File: src/rtl/commit_trace_buf.sv
// commit_trace_buf: retirement-record buffer between the commit point and the
// trace consumer. Classifies each committed instruction, numbers it, queues it
// in a DEPTH-entry FIFO drained by valid/ready, and sequences the halt drain
// (RUN -> DRAIN -> DONE).
// Optional build macro: TRACE_FILTER_NOP_EN -- when defined, kind-0 (NOP/branch)
// commits consume an instruction number but are not queued and never overflow.
module commit_trace_buf #(
   parameter int DEPTH = 8,
   parameter int PTR_W = 3
) (
   input  logic        clk,
   input  logic        rst,
   input  logic        commit_valid,
   input  logic [15:0] commit_pc,
   input  logic        commit_reg_wr,
   input  logic [2:0]  commit_wr_reg,
   input  logic [15:0] commit_wr_data,
   input  logic        commit_mem_rd,
   input  logic        commit_mem_wr,
   input  logic [15:0] commit_mem_addr,
   input  logic [15:0] commit_mem_data,
   input  logic        commit_halt,
   output logic        stall_req,
   output logic        rec_valid,
   input  logic        rec_ready,
   output logic [2:0]  rec_kind,
   output logic [15:0] rec_inum,
   output logic [15:0] rec_pc,
   output logic [2:0]  rec_reg,
   output logic [15:0] rec_reg_data,
   output logic [15:0] rec_addr,
   output logic [15:0] rec_data,
   output logic [31:0] cycle_count,
   output logic [15:0] inst_count,
   output logic        halted,
   output logic        overflow
);

   typedef enum logic [1:0] {S_RUN, S_DRAIN, S_DONE} state_t;

   typedef struct packed {
      logic [2:0]  kind;
      logic [15:0] inum;
      logic [15:0] pc;
      logic [2:0]  wreg;
      logic [15:0] wdata;
      logic [15:0] addr;
      logic [15:0] sdata;
   } rec_t;

   localparam logic [2:0]     K_NOP   = 3'd0;
   localparam logic [2:0]     K_REG   = 3'd1;
   localparam logic [2:0]     K_LOAD  = 3'd2;
   localparam logic [2:0]     K_STORE = 3'd3;
   localparam logic [2:0]     K_STU   = 3'd4;
   localparam logic [2:0]     K_HALT  = 3'd5;
   localparam logic [PTR_W:0] FULL_CNT = (PTR_W + 1)'(DEPTH);

   state_t           state_q, state_d;
   logic [PTR_W-1:0] wr_ptr_q, wr_ptr_d;
   logic [PTR_W-1:0] rd_ptr_q, rd_ptr_d;
   logic [PTR_W:0]   count_q, count_d;
   logic [31:0]      cycle_q, cycle_d;
   logic [15:0]      inst_q, inst_d;
   logic             ovf_q, ovf_d;
   rec_t             mem_q [DEPTH];

   logic [2:0] kind;
   rec_t       new_rec;
   rec_t       head;
   logic       full, in_run, pop, filt, take, push, drop;

   // Classify the retiring instruction and build its record, zeroing unused fields
   always_comb begin
      kind = K_NOP;
      if (commit_halt)                        kind = K_HALT;
      else if (commit_reg_wr && commit_mem_wr) kind = K_STU;
      else if (commit_reg_wr && commit_mem_rd) kind = K_LOAD;
      else if (commit_reg_wr)                 kind = K_REG;
      else if (commit_mem_wr)                 kind = K_STORE;

      new_rec      = '0;
      new_rec.kind = kind;
      new_rec.inum = inst_q;
      new_rec.pc   = commit_pc;
      if (kind == K_REG || kind == K_LOAD || kind == K_STU) begin
         new_rec.wreg  = commit_wr_reg;
         new_rec.wdata = commit_wr_data;
      end
      if (kind == K_LOAD || kind == K_STORE || kind == K_STU)
         new_rec.addr = commit_mem_addr;
      if (kind == K_STORE || kind == K_STU)
         new_rec.sdata = commit_mem_data;
   end

   // Push/pop/drop decisions; a pop frees a slot for a same-cycle push at full
   always_comb begin
      full   = (count_q == FULL_CNT);
      in_run = (state_q == S_RUN);
      pop    = (count_q != '0) && rec_ready;
`ifdef TRACE_FILTER_NOP_EN
      filt   = (kind == K_NOP);
`else
      filt   = 1'b0;
`endif
      take   = commit_valid && in_run && (filt || !full || pop);
      push   = take && !filt;
      drop   = commit_valid && in_run && !filt && full && !pop;
   end

   // Next-state for FIFO pointers, counters, sticky overflow and the halt sequencer
   always_comb begin
      state_d  = state_q;
      wr_ptr_d = wr_ptr_q;
      rd_ptr_d = rd_ptr_q;
      count_d  = count_q;
      cycle_d  = cycle_q;
      inst_d   = inst_q;
      ovf_d    = ovf_q;

      if (push) wr_ptr_d = wr_ptr_q + 1'b1;
      if (pop)  rd_ptr_d = rd_ptr_q + 1'b1;
      case ({push, pop})
         2'b10:   count_d = count_q + 1'b1;
         2'b01:   count_d = count_q - 1'b1;
         default: count_d = count_q;
      endcase

      if (take) inst_d = inst_q + 16'd1;
      if (drop) ovf_d = 1'b1;
      if (state_q != S_DONE) cycle_d = cycle_q + 32'd1;

      case (state_q)
         S_RUN:   if (push && kind == K_HALT) state_d = S_DRAIN;
         S_DRAIN: if (pop && count_q == 1 && head.kind == K_HALT) state_d = S_DONE;
         S_DONE:  state_d = S_DONE;
         default: state_d = S_RUN;
      endcase
   end

   // Control registers with synchronous reset
   always_ff @(posedge clk) begin
      if (rst) begin
         state_q  <= S_RUN;
         wr_ptr_q <= '0;
         rd_ptr_q <= '0;
         count_q  <= '0;
         cycle_q  <= '0;
         inst_q   <= '0;
         ovf_q    <= 1'b0;
      end else begin
         state_q  <= state_d;
         wr_ptr_q <= wr_ptr_d;
         rd_ptr_q <= rd_ptr_d;
         count_q  <= count_d;
         cycle_q  <= cycle_d;
         inst_q   <= inst_d;
         ovf_q    <= ovf_d;
      end
   end

   // Record storage; contents are only observable through a valid head
   always_ff @(posedge clk) begin
      if (!rst && push) mem_q[wr_ptr_q] <= new_rec;
   end

   // Head record and status outputs; fields read as 0 while the FIFO is empty
   always_comb begin
      head         = mem_q[rd_ptr_q];
      rec_valid    = (count_q != '0);
      rec_kind     = '0;
      rec_inum     = '0;
      rec_pc       = '0;
      rec_reg      = '0;
      rec_reg_data = '0;
      rec_addr     = '0;
      rec_data     = '0;
      if (rec_valid) begin
         rec_kind     = head.kind;
         rec_inum     = head.inum;
         rec_pc       = head.pc;
         rec_reg      = head.wreg;
         rec_reg_data = head.wdata;
         rec_addr     = head.addr;
         rec_data     = head.sdata;
      end
      stall_req   = in_run && full && !pop;
      cycle_count = cycle_q;
      inst_count  = inst_q;
      halted      = (state_q == S_DONE);
      overflow    = ovf_q;
   end

endmodule

File: config.mk
export PLATFORM = sky130hd
export DESIGN_NAME = commit_trace_buf
export DESIGN_NICKNAME = d
export VERILOG_FILES = /design/src/rtl/commit_trace_buf.sv
export SDC_FILE = /design/constraint.sdc
export NUM_CORES = 1
export LEC_CHECK = 0
export ABC_AREA = 1
export CAP_MARGIN = 15
export CORE_MARGIN = 2
export CORE_UTILIZATION = 27
export CTS_CLUSTER_SIZE = 28
export DETAILED_ROUTE_END_ITERATION = 6
export GPL_TIMING_DRIVEN = 1
export SLEW_MARGIN = 20
export SYNTH_ARGS = -nofsm -noshare
export SYNTH_HDL_FRONTEND = slang
export SYNTH_SLANG_ARGS = --single-unit
export TNS_END_PERCENT = 5
File: constraint.sdc
create_clock -name clk -period 15.6 [get_ports clk]
set_input_delay 2.34 -clock clk [delete_from_list [all_inputs] [get_ports clk]]
set_output_delay 2.34 -clock clk [all_outputs]
set_load 0.01 [all_outputs]
# Word-level counts from Yosys, hierarchy flattened
# Memory sizes are Yosys's and may differ from the RTL's. A register that Yosys moved wholly into a read port is not among the register bits.
# Cells that the tools add are included.
[word_totals]
out_inout_bits = 138
ramBits = 688
mem_count = 1
inputBits = 75
register_bits = 61
elab_cells = 78
[op_classes]
n_reduce_logical = 26
n_mux = 23
eq_ne = 15
addsub = 6
[memory_table]
columns = ["memory", "depth", "word_bits", "rd", "rd_clocked_by_memory_dff", "wr", "line_no", "source"]
rows = [
  ["mem_q", 8, 86, 1, 1, 1, "66", "rec_t mem_q [DEPTH];"],
]
[op_table]
columns = ["operator", "n"]
rows = [
  ["$mux W16", 7],
  ["$add A32 B1 Y32 const B", 1],
  ["$mux W19", 1],
  ["$mux W3", 6],
  ["$add A16 B1 Y16 const B", 1],
  ["$logic_and A1 B1 Y1", 13],
  ["$mux W2", 5],
  ["$eq A3 B3 Y1 const B", 3],
  ["$pmux W4 S2", 1],
  ["$add A3 B1 Y3 const B", 2],
  ["$eq A3 B2 Y1 const B", 2],
  ["$logic_or A1 B1 Y1", 6],
  ["$pmux W2 S3", 1],
  ["$add A4 B1 Y4 const B", 1],
  ["$eq A2 B1 Y1 const B", 2],
  ["$eq A2 B2 Y1 const B", 2],
  ["$eq A4 B1 Y1 const B", 1],
  ["$eq A4 B4 Y1 const B", 1],
  ["$ne A2 B2 Y1 const B", 2],
  ["$reduce_bool A4 Y1", 1],
  ["$sub A4 B1 Y4 const B", 1],
  ["$eq A3 B1 Y1 const B", 1],
  ["$logic_not A1 Y1", 3],
  ["$logic_not A2 Y1", 1],
  ["other kinds (4)", 5],
]

# Logic depth before layout (Yosys ltp)
[logic_depth]
depth_word = 9
ltp_mapped = 14
ltp_nobuf = 12

# Least setup slack after synthesis
# Ideal clock, no wire load.
[synth_path]
path_type = "input to register"
from = "input port rec_ready"
to = "memory mem_q[2][0] in the netlist's numbering (enable)"
cell_stages = 6
path_slack_ns = 3.894
setup_ns = 0.742
path_buffers = 0
t_required_ns = 14.858
arrival_ns = 10.964
path_cell_list = "inv_1 nand4_1 nand2_1 inv_1 nand2_1 nor4_1"
[synth_between]
elab_chain_len = 6
[synth_lines]
columns = ["item", "line_no", "source"]
rows = [
  ["start, declared", "25", "input logic rec_ready,"],
  ["$logic_and A1 B1 Y1", "100", "pop = (count_q != '0) && rec_ready;"],
  ["$logic_or A1 B1 Y1", "106", "take = commit_valid && in_run && (filt || !full || pop);"],
  ["$logic_and A1 B1 Y1", "106", ""],
  ["$logic_and A1 B1 Y1", "164", "if (!rst && push) mem_q[wr_ptr_q] <= new_rec;"],
  ["$mux W1", "164", ""],
  ["$mux W1 (implied by the code)", "164", ""],
  ["end, declared", "66", ""],
]
# No other way between the ends.

==> results.txt <==
The vertical die dimension came out at 341 um. The cell area after synthesis is 0.0307 sq mm. Headroom to the max-slew limit came out at 26.9%.

The power spent charging and discharging nets came out at 1.98 mW. The CTS sink count is 752. The top achievable clock speed came out at 128 MHz. The DRC violation count after routing is 0. The most numerous cell type found on the critical path is sky130_fd_sc_hd__buf_4. The maximum level of the CTS H-tree is 3. Once the floorplan was initialized, standard cells occupied 27.2% of the core. After clock tree synthesis, the clock-pin slew on the worst setup and hold paths is 0.06 ns.

The synthesized area per cell is 11.8 sq um. The antenna cell count came out at 0. The ratio of cells with drive above 1 in the final layout came out at 6.30%. The cell area power density came out at 163 mW/mm^2. The placed instance area is 0.0340 sq mm. The tree is rooted in a sky130_fd_sc_hd__clkbuf_16.

The via count of the first global-routing pass is 19700. In this run the most critical hold path is launched from rd_ptr_q[2]$_SDFFE_PP0N_. The initial antenna violation count came out at 3.

The later pin in the worst-skew pair is clocked with a latency of 0.65 ns. In this run the worst hold path is classified as reg -> reg. The die is 341 um wide. The count of filler cells inserted in the layout came out at 11200. For the pin with the worst max-slew slack, the measured transition is 1.10 ns.

The total routing resource utilization after global routing came out at 13.6%. The kind of cell with the highest combined delay along the critical path is buffers and inverters. Hold repair after CTS inserted 0 buffers.

The worst-case clock buffer depth came out at 3. Routability-driven placement finished with a final weighted congestion of 0.800. The number of detailed-routing iterations run before antenna repair is 5. The sequential share of the synthesized area is 71.5%. The data arrival time of the critical path came out at 5.49 ns. The worst path required time came out at 13.26 ns. The final hold violation count is 0.

The worst setup margin is 7.77 ns. Setup repair after global routing left no endpoint under its margin. Summed over all cells, the static leakage comes to 12.1 nW.

The pin count of the biggest net entering global routing came out at 147. The clock network power share came out at 31.2%. TritonCTS built the clock tree. The design area came out at 0.0366 sq mm.

For this block, the via count after detailed routing is 20000. The synthesized design contains 752 register bits. The final critical path time including I/O delays and setup came out at 7.83 ns. The worst-case IR drop observed on VDD is 0.000115 V.

The iteration-0 DRC count of the detailed router came out at 1441. The area growth from synthesis to layout is 19.3%. The number of library cell types mapped by synthesis came out at 40. The wire length of the first global-routing pass is 122000 um. Combinational logic is responsible for 29.3% of the overall power. The critical path endpoint category is a primary output. Port buffering added 212 buffers. The startpoint identified for the worst register-to-register timing path is count_q[0]$_SDFFE_PP0P_. After layout, the worst path uses 50.2% of the clock period.

The number of standard-cell rows in the floorplan came out at 123. The fraction of power consumed by sequential logic is 39.5%. For this run, the leading register cell type out of synthesis is sky130_fd_sc_hd__edfxtp_1.

The number of instances resized during post-cts repair is 0. The total die area is 0.116 sq mm. The startpoint type of the worst setup path is a flip-flop. 213 I/O pins were placed.

The signal on the critical path passes through inv_8, buf_4, buf_4, o21ai_0, o22ai_1, o21ai_1, a31oi_1, clkdlybuf4s50_1. The final total negative setup slack came out at 0 ns. The via-per-instance ratio came out at 4.63. For this run the aggregate overflow at the end of global routing stands at 0. The fraction of power spent switching nets is 33.1%. The library cell used most frequently in the layout, excluding fill and tap cells, is sky130_fd_sc_hd__edfxtp_1. At the placement stage, the worst setup path has a slack of 8.52 ns. On the critical path, the stage with the largest delay is an instance of sky130_fd_sc_hd__buf_4. The flow ran to the end, and the final reports show no timing, DRC or antenna violations. The detailed placement HPWL is 44100 um. The final clock skew came out at 0.0246 ns. Once detail routing completed, the nets flagged for antenna violations numbered 0.

The number of buffers and inverters on the critical path came out at 4. The region available for standard cell placement spans 0.113 sq mm. The worst stage delay on the critical path is 0.89 ns. The async set-or-reset flop fraction in the synthesized netlist is 0%.

The tool flagged a number of max-cap violations equal to 0. The synthesized design contains 688 enable-type register cells. The warning count from the yosys run is 0. The number of post-CTS setup repair buffers is 0. Counting the buffers created by CTS gives 83. The library cells used most frequently in the layout, excluding fill and tap cells, are sky130_fd_sc_hd__edfxtp_1 (688), sky130_fd_sc_hd__nor2_1 (605), sky130_fd_sc_hd__o21ai_0 (376), sky130_fd_sc_hd__clkdlybuf4s50_1 (212), sky130_fd_sc_hd__inv_1 (145).

Internal power comes to 4.00 mW. Wires add up to 80500 um. The cell count after synthesis is 2609.

The total count of max-transition violations in the final report came out at 0. The startpoint-to-endpoint class of the critical path is reg -> out. Of all nets on the critical path, the largest fanout is 146. The number of nets handed over by synthesis was 2697. The final-report setup violation count came out at 0. Dividing the detail-routed wire length by the instance count gives 18.6 um.

For this run, the post-layout net count is 2855.
==> routing by layer <==
metal	share of wire [%]	vias to the layer above	GRT usage (%)
met4	2.0	2	3.62
met2	47	505	22.3
li1	-	9582	-
met5	0.015	-	0
met1	44	9853	18.1
met3	6.4	100	3.20
==> tightest hold or removal path, cell delays in order, from the launching register on <==
cell and delay [ns]:
sky130_fd_sc_hd__dfxtp_1 0.31, sky130_fd_sc_hd__inv_1 0.05, sky130_fd_sc_hd__a21oi_1 0.06
==> stage by stage <==
step                      hold WS (ns)  util, %  power, mW  cells
after detailed placement         0.448     30.2       4.19   4182
after global placement           0.445     30.2       4.18   4182
after floorplan                  0.433        -       3.43   2609
after global routing             0.483     32.5       6.32   4326
after CTS                        0.462     32.5       6.08   4326
final                            0.456     32.5       5.98   4326
==> synth_stat cells (2+ instances only) <==
cell type,number,area (sq um)
sky130_fd_sc_hd__a21oi_1,51,255
sky130_fd_sc_hd__a31oi_1,84,526
sky130_fd_sc_hd__o21ai_1,74,370
sky130_fd_sc_hd__nor4_1,3,18.8
sky130_fd_sc_hd__buf_4,20,150
sky130_fd_sc_hd__inv_1,147,552
sky130_fd_sc_hd__xor2_1,7,61.3
sky130_fd_sc_hd__o22ai_1,84,526
sky130_fd_sc_hd__nand2_1,129,484
sky130_fd_sc_hd__inv_2,8,30.0
sky130_fd_sc_hd__dfxtp_1,64,1280
sky130_fd_sc_hd__buf_1,9,33.8
sky130_fd_sc_hd__edfxtp_1,688,20700
sky130_fd_sc_hd__o21a_1,2,15.0
sky130_fd_sc_hd__nor2_2,4,25.0
sky130_fd_sc_hd__nor3_2,3,30.0
sky130_fd_sc_hd__buf_6,25,282
sky130_fd_sc_hd__o21ai_0,376,1880
sky130_fd_sc_hd__buf_2,35,175
sky130_fd_sc_hd__nand3b_1,3,22.5
sky130_fd_sc_hd__xnor2_1,3,26.3
sky130_fd_sc_hd__nor3_1,31,155
sky130_fd_sc_hd__nand2_2,4,25.0
sky130_fd_sc_hd__nand3_1,39,195
sky130_fd_sc_hd__ha_1,13,163
sky130_fd_sc_hd__nand4_1,9,56.3
sky130_fd_sc_hd__clkbuf_1,77,289
sky130_fd_sc_hd__nor2_1,605,2270
==> final cells by class <==
type | count | area [sq um] | area share, %
Clock buffer | 100 | 2140 | 5.85
Timing Repair Buffer | 241 | 2340 | 6.40
Inverter | 156 | 604 | 1.65
Clock inverter | 44 | 427 | 1.17
Tap cell | 1500 | 1880 | 5.13
Multi-Input combinational cell | 1533 | 7260 | 19.8
Sequential cell | 752 | 21900 | 60.0
==> flip-flops by register name, summed over array words and instances (netlist names), named ones only <==
signal and flops:
mem_q 688, cycle_count 32, inst_count 16, count_q 4, rd_ptr_q 3, wr_ptr_q 3, state_q 2, overflow 1
==> kinds of logic after synthesis <==
| logic type | Yosys count | share of synthesized area (%) |
|---|---|---|
| and+or+nand+nor | 837 | 11.0 |
| DFF | 752 | 71.5 |
| AOI/OAI and AO/OA | 673 | 11.7 |
| buffers and inverters | 324 | 5.00 |
| adders and majority gates | 13 | 0.530 |
| xor gates and xnor gates | 10 | 0.285 |
==> final timing paths <==
check / end / slack (ns) / cells after the start
max reg2reg: mem_q[0][35]$_DFFE_PP_ / 11.60 / 9
min: flip-flop / 0.46 / 2
min reg2reg: flip-flop / 0.46 / 2
max: rec_inum[4] / 7.77 / 8
==> power groups by stage <==
| stage | registers (mW) | logic, mW | clock network [mW] |
|---|---|---|---|
| after floorplan | 2.37 | 1.06 | 0 |
| after global placement | 2.40 | 1.78 | 0 |
| after detailed placement | 2.41 | 1.78 | 0 |
| after CTS | 2.36 | 1.79 | 1.92 |
| after global routing | 2.37 | 1.95 | 1.99 |
| final | 2.36 | 1.75 | 1.87 |
Power figures use the tool's default switching activity.
